<file path="config.mk">
export PLATFORM = sky130hd
export DESIGN_NAME = clock_divider_bank
export DESIGN_NICKNAME = d
export VERILOG_FILES = /design/src/rtl/clock_divider_bank.sv
export SDC_FILE = /design/constraint.sdc
export NUM_CORES = 1
export LEC_CHECK = 0
export ABC_AREA = 1
export CORE_MARGIN = 2
export CORE_UTILIZATION = 49
export CTS_CLUSTER_DIAMETER = 60
export DETAILED_ROUTE_END_ITERATION = 8
export GPL_TIMING_DRIVEN = 0
export PLACE_DENSITY = 0.66
export SLEW_MARGIN = 20
export SYNTH_ARGS = -nofsm -noshare
export SYNTH_HDL_FRONTEND = slang
export SYNTH_SLANG_ARGS = --single-unit
</file>
<file path="constraint.sdc">
create_clock -name clk -period 2.3 [get_ports clk]
set_input_delay 0.345 -clock clk [delete_from_list [all_inputs] [get_ports clk]]
set_output_delay 0.345 -clock clk [all_outputs]
set_load 0.005 [all_outputs]
</file>
<file path="src/rtl/clock_divider_bank.sv">
// clock_divider_bank: N_CH independent programmable clock dividers.
// Each channel counts enabled cycles from 0 to act_div. At terminal count it
// emits a one-cycle tick and toggles a 50%-duty divided clock. New divisors
// are staged as pending and applied only at a period boundary, so a divisor
// change never produces a runt or stretched period.
// Valid/ready: no handshake here. cfg_wr is a one-cycle fire-and-forget strobe
// that is always accepted. cfg_err answers one cycle later when the channel
// does not exist.
module clock_divider_bank #(
    parameter int N_CH    = 4,
    parameter int CNT_W   = 26,
    parameter int CH_W    = 2,
    parameter int DEF_DIV = 4
) (
    input  logic              clk,
    input  logic              reset,
    input  logic [N_CH-1:0]   en,
    input  logic              sync_clr,
    input  logic              cfg_wr,
    input  logic [CH_W-1:0]   cfg_ch,
    input  logic [CNT_W-1:0]  cfg_div,
    output logic [N_CH-1:0]   tick,
    output logic [N_CH-1:0]   clk_div,
    output logic              cfg_err
);

    localparam logic [CNT_W-1:0] DEF_DIV_V = CNT_W'(DEF_DIV);
    localparam logic [CH_W:0]    N_CH_V    = (CH_W+1)'(N_CH);

    // Compared one bit wider so that N_CH == 2**CH_W is representable.
    logic cfg_ch_ok;
    assign cfg_ch_ok = ({1'b0, cfg_ch} < N_CH_V);

    // A write to a channel that does not exist is flagged for one cycle and touches no state.
    always_ff @(posedge clk or negedge reset) begin
        if (!reset) begin
            cfg_err <= 1'b0;
        end else begin
            cfg_err <= cfg_wr && !cfg_ch_ok;
        end
    end

    for (genvar i = 0; i < N_CH; i++) begin : g_ch
        logic [CNT_W-1:0] cnt_q;
        logic [CNT_W-1:0] cnt_d;
        logic [CNT_W-1:0] act_q;
        logic [CNT_W-1:0] act_d;
        logic [CNT_W-1:0] pend_q;
        logic [CNT_W-1:0] pend_d;
        logic             pend_v_q;
        logic             pend_v_d;
        logic             tick_q;
        logic             tick_d;
        logic             clk_div_q;
        logic             clk_div_d;
        logic             wr_hit;
        logic             term;

        assign wr_hit = cfg_wr && cfg_ch_ok && (cfg_ch == CH_W'(i));
        assign term   = (cnt_q == act_q);

        // Next-state logic, in priority order: sync_clr, disabled, terminal count, count.
        // The pending divisor consumed here is the one held before this edge, so a
        // write in the same cycle always lands in pend and waits for a later boundary.
        always_comb begin
            cnt_d     = cnt_q;
            act_d     = act_q;
            pend_d    = pend_q;
            pend_v_d  = pend_v_q;
            tick_d    = 1'b0;
            clk_div_d = clk_div_q;

            if (sync_clr) begin
                cnt_d     = '0;
                clk_div_d = 1'b0;
                if (pend_v_q) begin
                    act_d    = pend_q;
                    pend_v_d = 1'b0;
                end
            end else if (!en[i]) begin
                // An idle channel has no period to protect, so it adopts
                // the new divisor at once and restarts its phase.
                if (pend_v_q) begin
                    act_d    = pend_q;
                    pend_v_d = 1'b0;
                    cnt_d    = '0;
                end
            end else if (term) begin
                cnt_d     = '0;
                clk_div_d = ~clk_div_q;
                tick_d    = 1'b1;
                if (pend_v_q) begin
                    act_d    = pend_q;
                    pend_v_d = 1'b0;
                end
            end else begin
                cnt_d = cnt_q + CNT_W'(1);
            end

            if (wr_hit) begin
                pend_d   = cfg_div;
                pend_v_d = 1'b1;
            end
        end

        // Channel state register. Reset drops any pending write and restarts the phase.
        always_ff @(posedge clk or negedge reset) begin
            if (!reset) begin
                cnt_q     <= '0;
                act_q     <= DEF_DIV_V;
                pend_q    <= DEF_DIV_V;
                pend_v_q  <= 1'b0;
                tick_q    <= 1'b0;
                clk_div_q <= 1'b0;
            end else begin
                cnt_q     <= cnt_d;
                act_q     <= act_d;
                pend_q    <= pend_d;
                pend_v_q  <= pend_v_d;
                tick_q    <= tick_d;
                clk_div_q <= clk_div_d;
            end
        end

        assign tick[i]    = tick_q;
        assign clk_div[i] = clk_div_q;
    end

endmodule

</file>
==> flow_summary_export.csv, run 1 <==
group,metric,value,unit
power_and_ir_drop,p_per_area,835,nW/um^2
timing,setup_ws,0.222,ns
grt,grt_overflow,0,
clock_tree,clk_pin_slew,0.06,ns
logic_synthesis,ys_seq_elements,324,
timing,setup_viol_count_final,0,
setup_path,crit_path_frequent_cell,"nand2_1",
floorplanning,core,33500,sq um
timing,setup_tns,0,ns
drt,wire_per_inst,15.4,microns
placement,dp_hpwl,30600,microns
floorplanning,die_y,188,microns
final_layout,areaGrowthSynthToFinish,14.3,%
floorplanning,io-pin-count,45,
logic_synthesis,synth_cells,2194,
timing,tightest_slew,0.593,ns
timing,final_hold_viol_count,0,
setup_path,required,2.72,ns
final_layout,drive_gt1_share,7.28,%
floorplanning,die-area,35500,sq um
drt,vias,14000,
final_layout,final_cell_mix,"nand2_1 (749), dfrtp_1 (316), inv_1 (267)",
floorplanning,row_count,67,
power_and_ir_drop,vdd_drop_max,697,uV
run_status,status,"finished, final reports clean",
setup_path,slowest_stage,"dfrtp_1",
grt,grt_pass1_vias,13600,
setup_path,worst-setup-path-type,"flop to flop",
clock_tree,htreeDepth,2,
timing,fin_skew,0.0185,ns
setup_path,path_buf_inv,2,
logic_synthesis,postSynthAreaPerCell,7.59,sq um
placement,gp_congestion,0.888,
logic_synthesis,synth_top_area_cell,"dfrtp_1",
logic_synthesis,synth.top_cell.area_share,47.5,%
clock_tree,root_buffer,"clkbuf_16",
timing,grt_setup_unrepaired,"no",
run,drv_cap,0,
floorplanning,start_util,49.7,%
setup_path,cp_cell_sequence,"clkbuf_2 -> xor2_1 -> nor2_1 -> nand2_1 -> nor2_2 -> nand3_1 -> nand2_2 -> nand2_4 -> buf_6 -> nand2_1 -> nand2_1",
clock_tree,cts_tree,"done",
grt,grt_max_degree,101,
timing,timing.final.max_slew_violations,0,
setup_path,crit_fanout,10,
logic_synthesis,synthArstFlopShare,100,%
clock_tree,cts_made_buffers,38,
drt,vias_per_cell,5.08,
clock_tree,clock-sinks,324,
clock_tree,clk_latency,0.54,ns
logic_synthesis,synth_flop_cell,"dfrtp_1",
logic_synthesis,syn_area,16700,sq um
setup_path,timing.critical_path.slowest_cell_delay,0.36,ns
final_layout,final_common_cell,"nand2_1",
grt,antenna_found_initial,1,
final_layout,nNetsFinal,2320,
floorplanning,die_w,188,microns
grt,grt.total_usage,24.5,%
drt,drtAntennaViolNets,0,
logic_synthesis,synth_warnings,0,
clock_tree,cts_setup_buffers,0,
setup_path,critical_path.startpoint_type,"flop",
drt,first_pass_iters,5,
timing,period_share,90.4,%
power_and_ir_drop,p_leak,9.49,nW
timing,slew_headroom,60.5,%
logic_synthesis,ys_top_cells_by_area,"dfrtp_1 (47%), nand2_1 (17%), inv_1 (6.0%)",
setup_path,end_kind,"flop",
clock_tree,clk_path_buf_depth,3,
logic_synthesis,syn-num-nets,2234,
drt,drcViolationCount,0,
placement,port_buffers,42,
logic_synthesis,synth_cell_types,34,
logic_synthesis,synth_edf_count,0,
placement,dp_slack,0.00928,ns
drt,routed_wl,42400,microns
grt,grt_pass1_wl,70100,microns
setup_path,cp.arrival,2.50,ns
timing,fmaxAchievable,481,MHz
setup_path,path_delay_family,"simple AND/OR/NAND/NOR gates",
drt,drtIter0Drc,1005,
final_layout,diodes,0,
timing,period_minus_slack,2.08,ns
min_path,hold_class,"input port to flop",
logic_synthesis,ys_seq_area_share,48.7,%
## per-layer routing
| metal | vias to the layer above | routed length (microns) | track usage [%] |
|---|---|---|---|
| met5 | - | 8 | 0 |
| met4 | 2 | 1230 | 7.57 |
| met3 | 77 | 2200 | 4.23 |
| met2 | 302 | 19200 | 38.8 |
| met1 | 6648 | 19700 | 34.7 |
| li1 | 6964 | - | - |
## final timing paths
| kind | start | to | slack, ns | cells past startpoint |
|---|---|---|---|---|
| max in group asynchronous | reset | g_ch[0].cnt_q[8] | 0.76 | 4 |
| min in group asynchronous | reset | g_ch[2].cnt_q[6] | 0.36 | 2 |
| min reg2reg | g_ch[0].act_q[2] | g_ch[0].act_q[2] | 0.48 | 2 |
| max reg2reg | g_ch[1].cnt_q[14] | g_ch[1].act_q[10] | 0.22 | 11 |
| max | g_ch[1].cnt_q[14] | g_ch[1].act_q[10] | 0.22 | 11 |
| min | sync_clr | g_ch[1].tick_q | 0.18 | 2 |
## cell type report
type	instances	area, sq um
Fill cell	3184	14500
Sequential cell	324	8120
Multi-Input combinational cell	1501	6980
Clock buffer	48	1050
Inverter	276	1040
Tap cell	448	561
Buffer	93	529
Timing Repair Buffer	46	518
Clock inverter	20	254
## cells by family (layout without fill, tap and decap cells)
family | after synthesis | count (layout) | synth area share, %
simple gates | 1179 | 1179 | 29.3
buf+inv | 369 | 483 | 9.40
flops | 324 | 324 | 48.7
compound gates | 205 | 205 | 6.31
xor+xnor | 112 | 112 | 5.89
fa+ha+maj | 4 | 4 | 0.301
other cells | 1 | 1 | 0.0225
## stage by stage
step,utilization (%),instances,hold slack [ns],area [sq um],total power [mW]
5_1_grt,56.8,2756,0.188,19000,16.8
3_3_place_gp,52.6,2684,0.464,17600,9.56
3_5_place_dp,52.9,2687,0.323,17700,9.67
6_report,56.8,2756,0.178,19000,15.9
4_1_cts,56.8,2756,0.160,19000,16.0
2_1_floorplan,-,2194,0.0494,16700,8.79
## report_power, final
part / internal, mW / switching, mW
Clock: 3.82 / 2.48
Combinational: 0.937 / 1.47
Sequential: 6.49 / 0.684
Total: 11.3 / 4.64
## timing repair
item / 4_1_cts / 5_1_grt
endpoints found under the setup margin: 0 / 3
endpoints found under the hold margin: 55 / 0
gates resized for setup: 0 / 1
hold buffers: 1 / 0
## cell usage after synthesis (4+ instances only)
cell type and instances:
xnor2_1 25, buf_4 23, inv_1 267, ha_1 4, o21ai_0 126, buf_2 19, nor3_1 23, a21oi_1 69
nor2_2 9, clkbuf_1 35, dfrtp_1 316, nand2_4 5, a21boi_0 4, clkbuf_2 8, nor2_1 175, dfstp_2 8
buf_6 8, nand3_1 174, xor2_1 87, nand2_1 749, nand4_1 30, inv_2 9
## state kept, by name, indices dropped and copies added, names as in the netlist
register and flops:
g_ch.cnt_q 104, g_ch.pend_v_q 4, g_ch.clk_div_q 4, g_ch.pend_q 104, g_ch.act_q 104, g_ch.tick_q 4
Note: power is estimated with default switching activity, not from simulation.
==> inputs of run 2 (changes only) <==
--- a/config.mk
+++ b/config.mk
@@ -5,7 +5,6 @@
 export SDC_FILE = /design/constraint.sdc
 export NUM_CORES = 1
 export LEC_CHECK = 0
-export ABC_AREA = 1
 export CORE_MARGIN = 2
 export CORE_UTILIZATION = 49
 export CTS_CLUSTER_DIAMETER = 60
==> run 2 against run 1 <==
Compared with the run above:
- core utilization rose by 0.12 points
- clock skew fell by 0.0076 ns
- largest power group unchanged
- critical path type unchanged
- sequential power rose by 5.8%
- critical endpoint is now g_ch[3].act_q[20]
- critical path depth fell by 5
==> flow_summary_export.csv, run 2 <==
group,metric,value,unit
run_status,status,"finished, final reports clean",
logic_synthesis,synth_cells,1183,
logic_synthesis,synthAdderAreaFrac,0.334,%
logic_synthesis,ys_seq_elements,324,
logic_synthesis,ys_seq_area_share,54.1,%
floorplanning,io-pin-count,45,
logic_synthesis,postSynthAreaPerCell,12.7,sq um
logic_synthesis,synth_flop_cell,"dfrtp_1",
power_and_ir_drop,combPwrFrac,16.5,%
timing,period_minus_slack,2.18,ns
floorplanning,start_util,49.4,%
drt,drtIter0Drc,469,
setup_path,r2r-start,"g_ch[3].cnt_q[13]",
timing,fmaxAchievable,458,MHz
logic_synthesis,synth_top_family_by_area,"multiplexers",
logic_synthesis,synthArstFlopShare,100,%
logic_synthesis,synth.top_cell.area_share,52.7,%
timing,slew_headroom,54.2,%
setup_path,required,2.70,ns
power_and_ir_drop,p_leak,7.35,nW
grt,grt_pass1_wl,53000,microns
logic_synthesis,synthSimpleGateAreaFrac,11.8,%
clock_tree,clock-sinks,324,
final_layout,final_common_cell,"dfrtp_1",
final_layout,seqCellArea,8120,sq um
min_path,worstHoldPathCells,3,
final_layout,reg_top3,"g_ch.act_q x104, g_ch.cnt_q x104, g_ch.pend_q x104",
power_and_ir_drop,p_seq_share,48.4,%
floorplanning,core,30300,sq um
setup_path,crit_fanout,10,
power_and_ir_drop,power.switching,4.05,mW
logic_synthesis,synth_compound_area_share,2.68,%
drt,routed_wl,32600,microns
placement,dp_slack,-0.538,ns
floorplanning,row_count,64,
timing,grt_setup_unrepaired,"no",
setup_path,rr_endpoint,"g_ch[3].act_q[20]",
min_path,min-delay-start,"en[2]",
placement,gp_congestion,0.812,
min_path,hold_class,"input port to flop",
drt,drcViolationCount,0,
final_layout,final_util,56.9,%
clock_tree,root_buffer,"clkbuf_16",
drt,first_pass_iters,5,
setup_path,cp.arrival,2.59,ns
final_layout,areaGrowthSynthToFinish,15.2,%
logic_synthesis,syn-num-nets,1223,
logic_synthesis,synth_cell_types,49,
clock_tree,clk_latency,0.52,ns
logic_synthesis,synth_mux_area_share,16.9,%
final_layout,final_cell_mix,"dfrtp_1 (316), mux2_2 (154), xnor2_1 (131)",
timing,fin_skew,0.0109,ns
setup_path,critical_path.startpoint_type,"flop",
min_path,hold_end,"g_ch[2].clk_div_q",
final_layout,drive_gt1_share,26.0,%
setup_path,end_kind,"flop",
timing,setup_ws,0.116,ns
power_and_ir_drop,clkPwrFrac,35.1,%
timing,timing.final.max_slew_violations,0,
drt,vias,9166,
final_layout,multiInputGateArea,6540,sq um
floorplanning,die_w,179,microns
drt,vias_per_cell,5.40,
logic_synthesis,yosys.cell_count.top_type,"dfrtp_1",
placement,dp_hpwl,22600,microns
logic_synthesis,synthTopCellsByCount,"dfrtp_1 (316), mux2_2 (154), xnor2_1 (132)",
drt,wire_per_inst,19.2,microns
placement,port_buffers,41,
setup_path,rrSetupSlack,0.12,ns
clock_tree,cts_made_buffers,36,
timing,final_hold_viol_count,0,
timing,whs,0.168,ns
setup_path,worst-setup-path-type,"flop to flop",
logic_synthesis,synth_top_area_cell,"dfrtp_1",
final_layout,nNetsFinal,1316,
logic_synthesis,yosys.area_share.xor_xnor,11.6,%
floorplanning,die_y,179,microns
grt,grt_max_degree,88,
setup_path,r2r_cells,6,
final_layout,diodes,0,
power_and_ir_drop,p_per_area,911,nW/um^2
power_and_ir_drop,intPower,11.7,mW
grt,antenna_found_initial,0,
timing,setup_tns,0,ns
timing,tightest_slew,0.688,ns
timing,setup_viol_count_final,0,
power_and_ir_drop,vdd_drop_max,622,uV
clock_tree,cts_tree,"done",
power_and_ir_drop,finalPower,15.7,mW
timing,period_share,95.0,%
drt,drtAntennaViolNets,0,
power_and_ir_drop,sw_frac_of_total,25.8,%
grt,grt_overflow,0,
grt,grt.total_usage,21.8,%
logic_synthesis,synth_edf_count,0,
floorplanning,die-area,32000,sq um
clock_tree,clk_pin_slew,0.06,ns
logic_synthesis,ys_top_cells_by_area,"dfrtp_1 (53%), mux2_2 (12%), xnor2_1 (7.7%)",
clock_tree,clk_path_buf_depth,3,
logic_synthesis,syn_area,15000,sq um
clock_tree,htreeDepth,2,
run,drv_cap,0,
logic_synthesis,synth_warnings,0,
grt,grt_pass1_vias,9412,
final_layout,fillers,2518,
[run 2: cell count changes after synthesis, sizes merged, moves of 62 or more]
cell   previous run  this run
nand2           757        40
inv             276        14
mux2              0       209
nand3           177        39
o21ai           128        10
xnor2            25       133
nor2            186       109
a21oi            70         8
[run 2: kinds of logic (layout without fill, tap and decap cells)]
logic type,Yosys count,count (layout)
other,1,1
and+or+nand+nor,332,332
muxes,209,209
AOI/OAI and AO/OA,47,47
buffers and inverters,69,188
adders and majority gates,4,4
xor gates and xnor gates,197,197
DFF,324,324
[run 2: per-layer routing]
| metal | vias to the layer above | wire [microns] | track usage [%] |
|---|---|---|---|
| li1 | 4313 | - | - |
| met2 | 154 | 15200 | 34.4 |
| met3 | 53 | 1290 | 3.12 |
| met5 | - | 0 | 0 |
| met4 | 0 | 743 | 6.03 |
| met1 | 4646 | 15400 | 31.5 |
[run 2: worst max path at each step]
stage / endpoint / slack (ns) / startpoint / cells after the start
2_1_floorplan: g_ch[0].act_q[10] / 0.30 / g_ch[0].act_q[2] / 6
3_3_place_gp: g_ch[0].pend_q[10] / -13.27 / reset / 1
3_5_place_dp: g_ch[1].cnt_q[25] / -0.54 / sync_clr / 7
4_1_cts: g_ch[1].cnt_q[25] / 0.006 / sync_clr / 7
5_1_grt: g_ch[2].cnt_q[25] / 0.004 / g_ch[2].pend_v_q / 6
6_report: g_ch[3].act_q[20] / 0.12 / g_ch[3].cnt_q[13] / 6
[run 2: what timing repair did]
action / 4_1_cts / 5_1_grt
hold endpoints to repair: 42 / 0
setup endpoints to repair: 71 / 99
hold buffers: 1 / 0
resized for setup: 0 / 10
pin swaps: 3 / 2
buffers inserted: 5 / 4
[run 2: layout make-up]
type / instances / area share (%)
Tap cell: 396 / 2.87
Sequential cell: 324 / 47.0
Clock inverter: 10 / 0.478
Inverter: 14 / 0.304
Timing Repair Buffer: 55 / 3.49
Clock buffer: 54 / 6.08
Buffer: 55 / 1.89
Multi-Input combinational cell: 790 / 37.9
[run 2: critical path, stage by stage (launching register included)]
cell,delay [ns]
dfrtp_1,0.44
xnor2_1,0.26
nand4_1,0.19
nor4_4,0.43
a31oi_4,0.23
buf_6,0.21
mux2_1,0.31
[run 2: through the flow]
stage               instance area [sq um]  cells
floorplan                           15000   1183
global placement                    15900   1620
detailed placement                  16000   1624
CTS                                 17200   1694
global route                        17300   1698
finish                              17300   1698
[run 2: power by group through the flow]
stage	Sequential [mW]	Clock (mW)	Combinational, mW
2_1_floorplan	7.40	0	2.04
3_3_place_gp	7.70	0	2.50
3_5_place_dp	7.71	0	2.59
4_1_cts	7.62	5.69	2.61
5_1_grt	7.74	5.92	2.83
6_report	7.60	5.53	2.60
==> inputs of run 3 (changes only) <==
--- a/config.mk
+++ b/config.mk
@@ -5,7 +5,8 @@
 export SDC_FILE = /design/constraint.sdc
 export NUM_CORES = 1
 export LEC_CHECK = 0
-export CORE_MARGIN = 2
+export CAP_MARGIN = 20
+export CORE_MARGIN = 5
 export CORE_UTILIZATION = 49
 export CTS_CLUSTER_DIAMETER = 60
 export DETAILED_ROUTE_END_ITERATION = 8
==> run 3 against run 2 <==
Compared with the run above:
- global-route usage shrank 2.2 points
- worst hold slack gained 0.011 ns
- setup slack lost 0.043 ns
- first-iteration DRC count grew 2.1%
- core utilization is essentially flat
- clock skew shrank 0.0040 ns
- final area grew 0.22%
- cell count shrank 0.18%
- sequential cell count is the same
==> flow_summary_export.csv, run 3 (synthesis gave the netlist of run 2 again) <==
group,metric,value,unit
run_status,status,"finished, final reports clean",
clock_tree,root_buffer,"clkbuf_16",
final_layout,final_cell_mix,"dfrtp_1 (316), mux2_2 (154), xnor2_1 (131)",
drt,vias,9214,
setup_path,required,2.73,ns
min_path,hold_end,"g_ch[2].clk_div_q",
clock_tree,cts_tree,"done",
clock_tree,htreeDepth,2,
setup_path,worst-setup-path-type,"input port to flop",
drt,vias_per_cell,5.44,
final_layout,drive_gt1_share,26.1,%
floorplanning,row_count,64,
timing,tightest_slew,0.852,ns
final_layout,reg_top3,"g_ch.act_q x104, g_ch.cnt_q x104, g_ch.pend_q x104",
setup_path,cp.arrival,2.65,ns
timing,fmaxAchievable,449,MHz
run,drv_cap,0,
min_path,min-delay-start,"en[2]",
placement,port_buffers,41,
timing,slew_headroom,43.2,%
final_layout,nNetsFinal,1313,
clock_tree,cts_made_buffers,36,
floorplanning,start_util,49.3,%
floorplanning,io-pin-count,45,
power_and_ir_drop,finalPower,16.0,mW
clock_tree,clk_path_buf_depth,3,
setup_path,rr_endpoint,"g_ch[0].act_q[11]",
clock_tree,clock-sinks,324,
floorplanning,core,30400,sq um
clock_tree,clk_latency,0.51,ns
floorplanning,die-area,34200,sq um
setup_path,end_kind,"flop",
placement,dp_hpwl,22800,microns
timing,final_hold_viol_count,0,
min_path,hold_class,"input port to flop",
setup_path,critical_path.startpoint_type,"input port",
timing,setup_viol_count_final,0,
final_layout,final_common_cell,"dfrtp_1",
power_and_ir_drop,vdd_drop_max,607,uV
grt,grt.total_usage,19.6,%
floorplanning,die_y,185,microns
drt,drtAntennaViolNets,0,
drt,routed_wl,32900,microns
grt,grt_pass1_wl,52300,microns
setup_path,crit_fanout,10,
min_path,worstHoldPathCells,3,
placement,dp_slack,-0.472,ns
placement,placed_cell_area,16000,sq um
floorplanning,die_w,185,microns
final_layout,design_area,17300,sq um
grt,antenna_found_initial,0,
drt,first_pass_iters,5,
setup_path,r2r-start,"g_ch[0].cnt_q[3]",
timing,grt_setup_unrepaired,"no",
timing,fin_skew,0.00692,ns
timing,period_minus_slack,2.23,ns
power_and_ir_drop,p_per_area,922,nW/um^2
drt,drcViolationCount,0,
drt,drtIter0Drc,479,
drt,wire_per_inst,19.4,microns
final_layout,fillers,2551,
placement,gp_congestion,0.817,
grt,grt_overflow,0,
clock_tree,clk_pin_slew,0.06,ns
timing,timing.final.max_slew_violations,0,
timing,setup_ws,0.0726,ns
grt,grt_max_degree,99,
final_layout,areaGrowthSynthToFinish,15.4,%
setup_path,rrSetupSlack,0.13,ns
timing,whs,0.179,ns
setup_path,r2r_cells,6,
timing,period_share,96.8,%
power_and_ir_drop,p_leak,7.36,nW
grt,grt_pass1_vias,9376,
==> run 3: cell count changes in the layout (fill, tap and decap cells not counted), sizes merged <==
cell    change
buf         -4
clkinv      -2
diode       +2
bufinv      +1
==> run 3: worst max path at each step <==
stage,startpoint,end,slack [ns],cells after the start
6_report,sync_clr,g_ch[3].cnt_q[12],0.07,8
5_1_grt,g_ch[0].cnt_q[3],g_ch[0].cnt_q[22],0.02,7
4_1_cts,g_ch[2].cnt_q[0],g_ch[2].act_q[24],0.005,6
3_5_place_dp,sync_clr,g_ch[3].tick_q,-0.47,6
3_3_place_gp,reset,g_ch[0].pend_q[8],-13.18,1
2_1_floorplan,g_ch[0].act_q[2],g_ch[0].act_q[10],0.30,6
==> run 3: critical path, stage by stage <==
cell and delay (ns):
clkdlybuf4s50_1 0.44, buf_2 0.25, inv_1 0.19, clkbuf_1 0.59
o21ai_0 0.21, a31o_2 0.30, buf_2 0.19, nor2_1 0.13
==> run 3: repair_timing <==
action / in CTS / in global routing
gates resized for setup: 0 / 6
pin swaps: 3 / 3
hold buffers: 1 / 0
cloned: 0 / 1
hold endpoints to repair: 60 / 0
endpoints found under the setup margin: 52 / 191
buffers inserted: 2 / 4
==> run 3: where the power goes <==
part | switching [mW] | total (mW) | internal (mW)
clock network | 2.24 | 5.76 | 3.52
logic | 0.994 | 2.59 | 1.60
registers | 0.799 | 7.60 | 6.80
total | 4.03 | 16.0 | 11.9
==> run 3: per-stage QoR <==
step,setup TNS (ns),cells,util [%]
after floorplan,0,1183,-
after global placement,-4272.58,1620,52.3
after detailed placement,-51.16,1623,52.5
after CTS,0,1688,56.6
after global routing,0,1693,56.9
final,0,1695,56.9
==> run 3: cell type report <==
class	instances	area [sq um]	area share (%)
diodes	2	5.00	0.0289
plain buffers	55	325	1.88
clock buffers	53	1100	6.33
clock inverters	9	103	0.593
inverters	14	52.6	0.304
multi-input cells	790	6540	37.8
flip-flops and latches	324	8120	46.9
well taps	396	495	2.86
repair buffers	52	578	3.34
==> run 3: routing by layer <==
metal  GRT usage, %  wire length, microns  vias to the layer above
met2           31.3                 15400                      169
met5              0                     0                        -
met1           28.1                 15300                     4681
met4           5.23                   782                        0
li1               -                     -                     4315
met3           3.22                  1460                       49
